===== config.mk =====
export PLATFORM = sky130hd
export DESIGN_NAME = fetch_unit
export DESIGN_NICKNAME = d
export VERILOG_FILES = /design/src/rtl/fetch_pkg.sv /design/src/rtl/fetch_fifo.sv /design/src/rtl/fetch_unit.sv
export SDC_FILE = /design/constraint.sdc
export NUM_CORES = 1
export LEC_CHECK = 0
export CORE_MARGIN = 2
export CORE_UTILIZATION = 47
export DETAILED_ROUTE_END_ITERATION = 10
export PLACE_DENSITY = 0.77
export SETUP_SLACK_MARGIN = 0.2
export SYNTH_ARGS = -nofsm -noshare
export SYNTH_HDL_FRONTEND = slang
export SYNTH_SLANG_ARGS = --single-unit

===== constraint.sdc =====
create_clock -name clk_i -period 10.7 [get_ports clk_i]
set_clock_uncertainty 0.05 [all_clocks]
set_input_delay 3.21 -clock clk_i [delete_from_list [all_inputs] [get_ports clk_i]]
set_output_delay 3.21 -clock clk_i [all_outputs]
set_load 0.02 [all_outputs]

===== src/rtl/fetch_pkg.sv =====
// Shared types and helpers for the instruction-fetch front end.
// Contents: FSM state enum, instruction size, default-width queue entry,
//           occupancy counter width helper.
package fetch_pkg;

    typedef enum logic [1:0] {
        IDLE    = 2'd0,
        REQ     = 2'd1,
        DISCARD = 2'd2
    } fetch_state_e;

    localparam int INST_BYTES = 4;

    // Queue entry at the default 32-bit widths; fetch_unit re-declares the
    // same layout at its own parameter widths.
    typedef struct packed {
        logic [31:0] inst;
        logic [31:0] pc_plus4;
    } fetch_entry_t;

    // Width needed to hold an occupancy of 0..depth inclusive.
    function automatic int cnt_w(input int depth);
        return $clog2(depth + 1);
    endfunction

endpackage


===== src/rtl/fetch_fifo.sv =====
// Prefetch queue: DEPTH-entry FIFO with registered storage and flush.
// Latency: a push at edge t is visible at head_dat_o right after edge t.
// Backpressure: none internally; the caller never pushes when full or pops when empty.
// Ports: push_i/push_dat_i write, pop_i advances head, flush_i empties
//        (wins over push/pop), head_dat_o is the oldest entry, count_o occupancy.
module fetch_fifo
    import fetch_pkg::*;
#(
    parameter int DEPTH = 4,
    parameter int WIDTH = 64
) (
    input  logic                      clk_i,
    input  logic                      rst_i,
    input  logic                      flush_i,
    input  logic                      push_i,
    input  logic [WIDTH-1:0]          push_dat_i,
    input  logic                      pop_i,
    output logic [WIDTH-1:0]          head_dat_o,
    output logic [cnt_w(DEPTH)-1:0]   count_o
);
    localparam int PW = (DEPTH > 1) ? $clog2(DEPTH) : 1;
    localparam int CW = cnt_w(DEPTH);

    logic [WIDTH-1:0] mem_q [DEPTH];
    logic [PW-1:0]    rd_q;
    logic [PW-1:0]    wr_q;
    logic [CW-1:0]    cnt_q;

    // DEPTH is a power of two, so the pointers wrap by plain overflow.
    always_ff @(posedge clk_i) begin
        if (rst_i) begin
            rd_q  <= '0;
            wr_q  <= '0;
            cnt_q <= '0;
            for (int i = 0; i < DEPTH; i++) begin
                mem_q[i] <= '0;
            end
        end else if (flush_i) begin
            rd_q  <= '0;
            wr_q  <= '0;
            cnt_q <= '0;
        end else begin
            if (push_i) begin
                mem_q[wr_q] <= push_dat_i;
                wr_q        <= wr_q + PW'(1);
            end
            if (pop_i) begin
                rd_q <= rd_q + PW'(1);
            end
            cnt_q <= cnt_q + CW'(push_i) - CW'(pop_i);
        end
    end

    assign head_dat_o = mem_q[rd_q];
    assign count_o    = cnt_q;

endmodule


===== src/rtl/fetch_unit.sv =====
// Instruction fetch front end: PC, one-outstanding imem request port, prefetch queue to decode.
// Latency: ack at edge t into an empty queue shows inst_valid_o after edge t; 1 inst/cycle with 1-cycle memory.
// Backpressure: inst_ready_i low stalls the head; requests stop once queue plus in-flight would exceed DEPTH.
// Ports: clk_i/rst_i (sync, active-high), start_i fetch enable, imem_* memory port,
//        redirect_i/redirect_pc_i flush and refetch, inst_* / pc_plus4_o / count_o queue head to decode.
module fetch_unit
    import fetch_pkg::*;
#(
    parameter int                ADDR_W   = 32,
    parameter int                DATA_W   = 32,
    parameter int                DEPTH    = 4,
    parameter logic [ADDR_W-1:0] RESET_PC = '0
) (
    input  logic                    clk_i,
    input  logic                    rst_i,
    input  logic                    start_i,
    output logic                    imem_req_o,
    output logic [ADDR_W-1:0]       imem_addr_o,
    input  logic                    imem_ack_i,
    input  logic [DATA_W-1:0]       imem_data_i,
    input  logic                    redirect_i,
    input  logic [ADDR_W-1:0]       redirect_pc_i,
    output logic                    inst_valid_o,
    output logic [DATA_W-1:0]       inst_o,
    output logic [ADDR_W-1:0]       pc_plus4_o,
    input  logic                    inst_ready_i,
    output logic [cnt_w(DEPTH)-1:0] count_o
);
    localparam int            CW      = cnt_w(DEPTH);
    localparam logic [CW-1:0] DEPTH_C = CW'(DEPTH);

    typedef struct packed {
        logic [DATA_W-1:0] inst;
        logic [ADDR_W-1:0] pc_plus4;
    } entry_t;

    fetch_state_e      state_q;
    logic [ADDR_W-1:0] pc_q;
    logic [ADDR_W-1:0] pc_d;
    logic [ADDR_W-1:0] addr_q;
    logic [ADDR_W-1:0] pc_inc;
    logic [ADDR_W-1:0] redir_pc;
    logic              req_q;
    logic              push;
    logic              pop;
    logic              done;
    logic              issue;
    logic [CW-1:0]     count;
    logic [CW-1:0]     count_nx;
    entry_t            push_ent;
    entry_t            head_ent;

    assign pc_inc   = pc_q + ADDR_W'(INST_BYTES);
    assign redir_pc = redirect_pc_i & ~ADDR_W'(3);

    // Redirect outranks both queue operations in the same cycle.
    assign pop      = (count != '0) && inst_ready_i && !redirect_i;
    assign push     = (state_q == REQ) && imem_ack_i && !redirect_i;
    assign count_nx = redirect_i ? '0 : count + CW'(push) - CW'(pop);

    // No request is left outstanding after this edge: either we were idle or
    // the current one (real or discarded) completes now.
    assign done  = (state_q == IDLE) || imem_ack_i;
    // count_nx already includes this cycle's push, so the queue cannot overflow.
    assign issue = start_i && (count_nx < DEPTH_C);

    always_comb begin
        pc_d = pc_q;
        if (redirect_i) begin
            pc_d = redir_pc;
        end else if (push) begin
            pc_d = pc_inc;
        end
    end

    assign push_ent = '{inst: imem_data_i, pc_plus4: pc_inc};

    // addr_q only follows pc when a new request can start; while a redirected
    // request is still in flight it keeps the address the memory is serving.
    always_ff @(posedge clk_i) begin
        if (rst_i) begin
            state_q <= IDLE;
            pc_q    <= RESET_PC;
            addr_q  <= RESET_PC;
            req_q   <= 1'b0;
        end else begin
            pc_q <= pc_d;
            if (done) begin
                state_q <= issue ? REQ : IDLE;
                req_q   <= issue;
                addr_q  <= pc_d;
            end else if (redirect_i) begin
                state_q <= DISCARD;
            end
        end
    end

    fetch_fifo #(
        .DEPTH (DEPTH),
        .WIDTH (DATA_W + ADDR_W)
    ) u_fifo (
        .clk_i      (clk_i),
        .rst_i      (rst_i),
        .flush_i    (redirect_i),
        .push_i     (push),
        .push_dat_i (push_ent),
        .pop_i      (pop),
        .head_dat_o (head_ent),
        .count_o    (count)
    );

    assign imem_req_o   = req_q;
    assign imem_addr_o  = addr_q;
    assign inst_valid_o = (count != '0);
    assign inst_o       = head_ent.inst;
    assign pc_plus4_o   = head_ent.pc_plus4;
    assign count_o      = count;

endmodule

==> results.ini <==
[min_path]
min_to=imem_addr_o[3]
worstHoldPathType=reg2reg
holdPathStages=2
min_from=imem_addr_o[3]

[setup_path]
regToRegSetupSlack_ns=7.00
timing.rr.end=u_fifo.mem_q[0][47]
cp-end-kind=output pin
cp_data_required_time_ns=7.44
crit_arrival_ns=3.19
setup.worst_path.start_class=flip-flop
critPathKind=reg2out
rr_worst_depth=3
path_max_fanout=39
crit-reg2reg-launch=u_fifo.wr_q[0]

[layout]
fin_cells=1708
multiInputGateArea_sq_um=4856
layout.nets=1360
postLayoutCellArea_sq_um=17610
n_fill_cell=2447
n_antenna_cell=0
regArea_sq_um=9214
drive_gt1_share_pct=11.20
area_growth_pct=20.94

[clock_network]
numCtsBuffers=35
htree_levels=2
cts_setup_buffers=0
cts_sinks=332
cts_resized=0
postCtsHoldBufs=0
clock_path_buffers=3
clk_latency_ns=0.50
ctsRootBufferMaster=clkbuf_16
cts_tree=yes
clkTransAtPathRegs_ns=0.06

[floorplan]
coreArea_sq_um=30510
io_pins=171
rows=64
die_y_um=180.0
die_w_um=180.0
fp.dieArea_sq_um=32400
initial_core_util_pct=47.72

[timing]
max_slew.worst_pin.slew_ns=1.113
finalHoldViolCount=0
period_minus_slack_ns=6.454
setup_violations=0
fin_crit_sh_pct=60.32
holdWs_ns=0.4098
max-slew-margin-rel_pct=25.82
rsz0062_at_grt=false
layout_setup_ws_ns=4.246
drv_slew=0
max_clock_freq_mhz=154.9
fin_tns_setup_ns=0

[synth]
synth_ff_type=edfxtp_1
synth_fp_nets=1236
synth-seq-cells=332
synth_area_leaders=edfxtp_1 53%, dfxtp_1 10%, mux4_2 9.9%
yosysUniqueCellTypes=50
yosysSeqAreaShare_pct=63.26
synth_top_area_share_pct=52.81
async_flop_share_pct=0
synth_most_common_cell=edfxtp_1
yosys-top-cells-count=256 x edfxtp_1, 249 x nor2_1, 76 x dfxtp_1
synth_enable_flop_cells=256
syn_area_per_cell_sq_um=12.53
syn-cell-area_sq_um=14560
synth_top_area_cell=edfxtp_1
yosysWarnings=0
netlist_instances=1162

[drt]
wire_per_inst_um=19.54
drtIter0Drc=824
wl_mm=33.38
route.detailed.drc=0
routed_via_density=5.554
num_vias=9487
ant_nets=0
drt_first_pass_iters=5

[power]
ir_worst_vdd_v=0.00008514
p_per_area_nw_per_um2=163.4
leakage_nw=6.205

[global_route]
gr-usage-all-layers_pct=20.72
gr-total-overflow=0
grt_pass1_wl_mm=53.30
antenna_found_initial=0
grt_pass1_vias=9625
grt_max_degree=67

[status]
status=finished, final reports clean

[run]
cap_violations=0

[placement]
pre_cts_ws_ns=3.702
place_area_sq_um=16480
place_hpwl_mm=20.00
place_congestion=0.8510
place_inst=1645
port_buffers=168

final cells by class:
cell class	instances	area share (%)
clock buffer	50	5.742
clock inverter	13	0.6254
inverter	52	1.109
multi-input combinational	690	27.58
sequential	332	52.33
tap	396	2.814
timing repair buffer	175	9.793
state kept, by name, indices dropped and copies added (netlist names), named ones only:
| name | cells |
|---|---|
| u_fifo.wr_q | 2 |
| u_fifo.count_o | 3 |
| u_fifo.rd_q | 2 |
| imem_addr_o | 32 |
| imem_req_o | 1 |
| u_fifo.mem_q | 256 |
| pc_q | 32 |
| state_q | 2 |
power by group:
| group | switching (mW) | total [mW] | internal [mW] |
|---|---|---|---|
| sequential | 0.0298 | 1.47 | 1.44 |
| clock | 0.480 | 1.19 | 0.706 |
| combinational | 0.121 | 0.220 | 0.0992 |
| total | 0.631 | 2.88 | 2.25 |
cell usage in the layout, fill, tap and decap left out, drive strengths merged, types with 14 or more instances in the layout:
| cell type | n |
|---|---|
| o21ai | 14 |
| nand3b | 20 |
| clkdlybuf4s50 | 166 |
| nor2b | 17 |
| nor4 | 21 |
| nand2b | 17 |
| nor2 | 249 |
| xor2 | 16 |
| xnor2 | 27 |
| inv | 51 |
| clkbuf | 50 |
| nor3 | 52 |
| edfxtp | 256 |
| mux4 | 64 |
| nand2 | 68 |
| dfxtp | 76 |
cell families (layout without fill, tap and decap cells):
| family | count (synthesis) | after routing | synth area share [%] |
|---|---|---|---|
| adders and majority gates | 4 | 4 | 0.3954 |
| xor gates and xnor gates | 43 | 43 | 2.587 |
| and+or+nand+nor | 499 | 499 | 16.16 |
| muxes | 68 | 68 | 10.18 |
| DFF | 332 | 332 | 63.26 |
| AOI/OAI and AO/OA | 76 | 76 | 3.713 |
| buffers and inverters | 140 | 290 | 3.704 |
critical path, stage by stage, from the launching register on:
cell and delay [ns]:
dfxtp_4 0.68, buf_4 0.73, mux4_2 0.60, clkdlybuf4s50_1 0.64
through the flow:
step,total power [mW],utilization [%]
after global routing,2.964,57.71
after floorplan,1.610,-
final,2.877,57.71
after detailed placement,1.717,54.03
after global placement,1.712,54.03
after CTS,2.895,57.71
metal layers:
metal / wire length, um / track usage [%] / share of wire (%)
met1: 14220 / 28.61 / 43
met5: 0 / 0 / 0
met4: 514 / 4.488 / 1.5
met3: 2519 / 3.485 / 7.5
met2: 16120 / 34.70 / 48
worst max-delay path by stage:
stage / start / end
after CTS: flip-flop / pc_plus4_o[2]
after global routing: flip-flop / pc_plus4_o[2]
final: flip-flop / pc_plus4_o[2]
after detailed placement: imem_ack_i / u_fifo.mem_q[0][61]
after global placement: imem_ack_i / u_fifo.mem_q[1][61]
after floorplan: rst_i / u_fifo.mem_q[0][0]
Power figures use the tool's default switching activity.
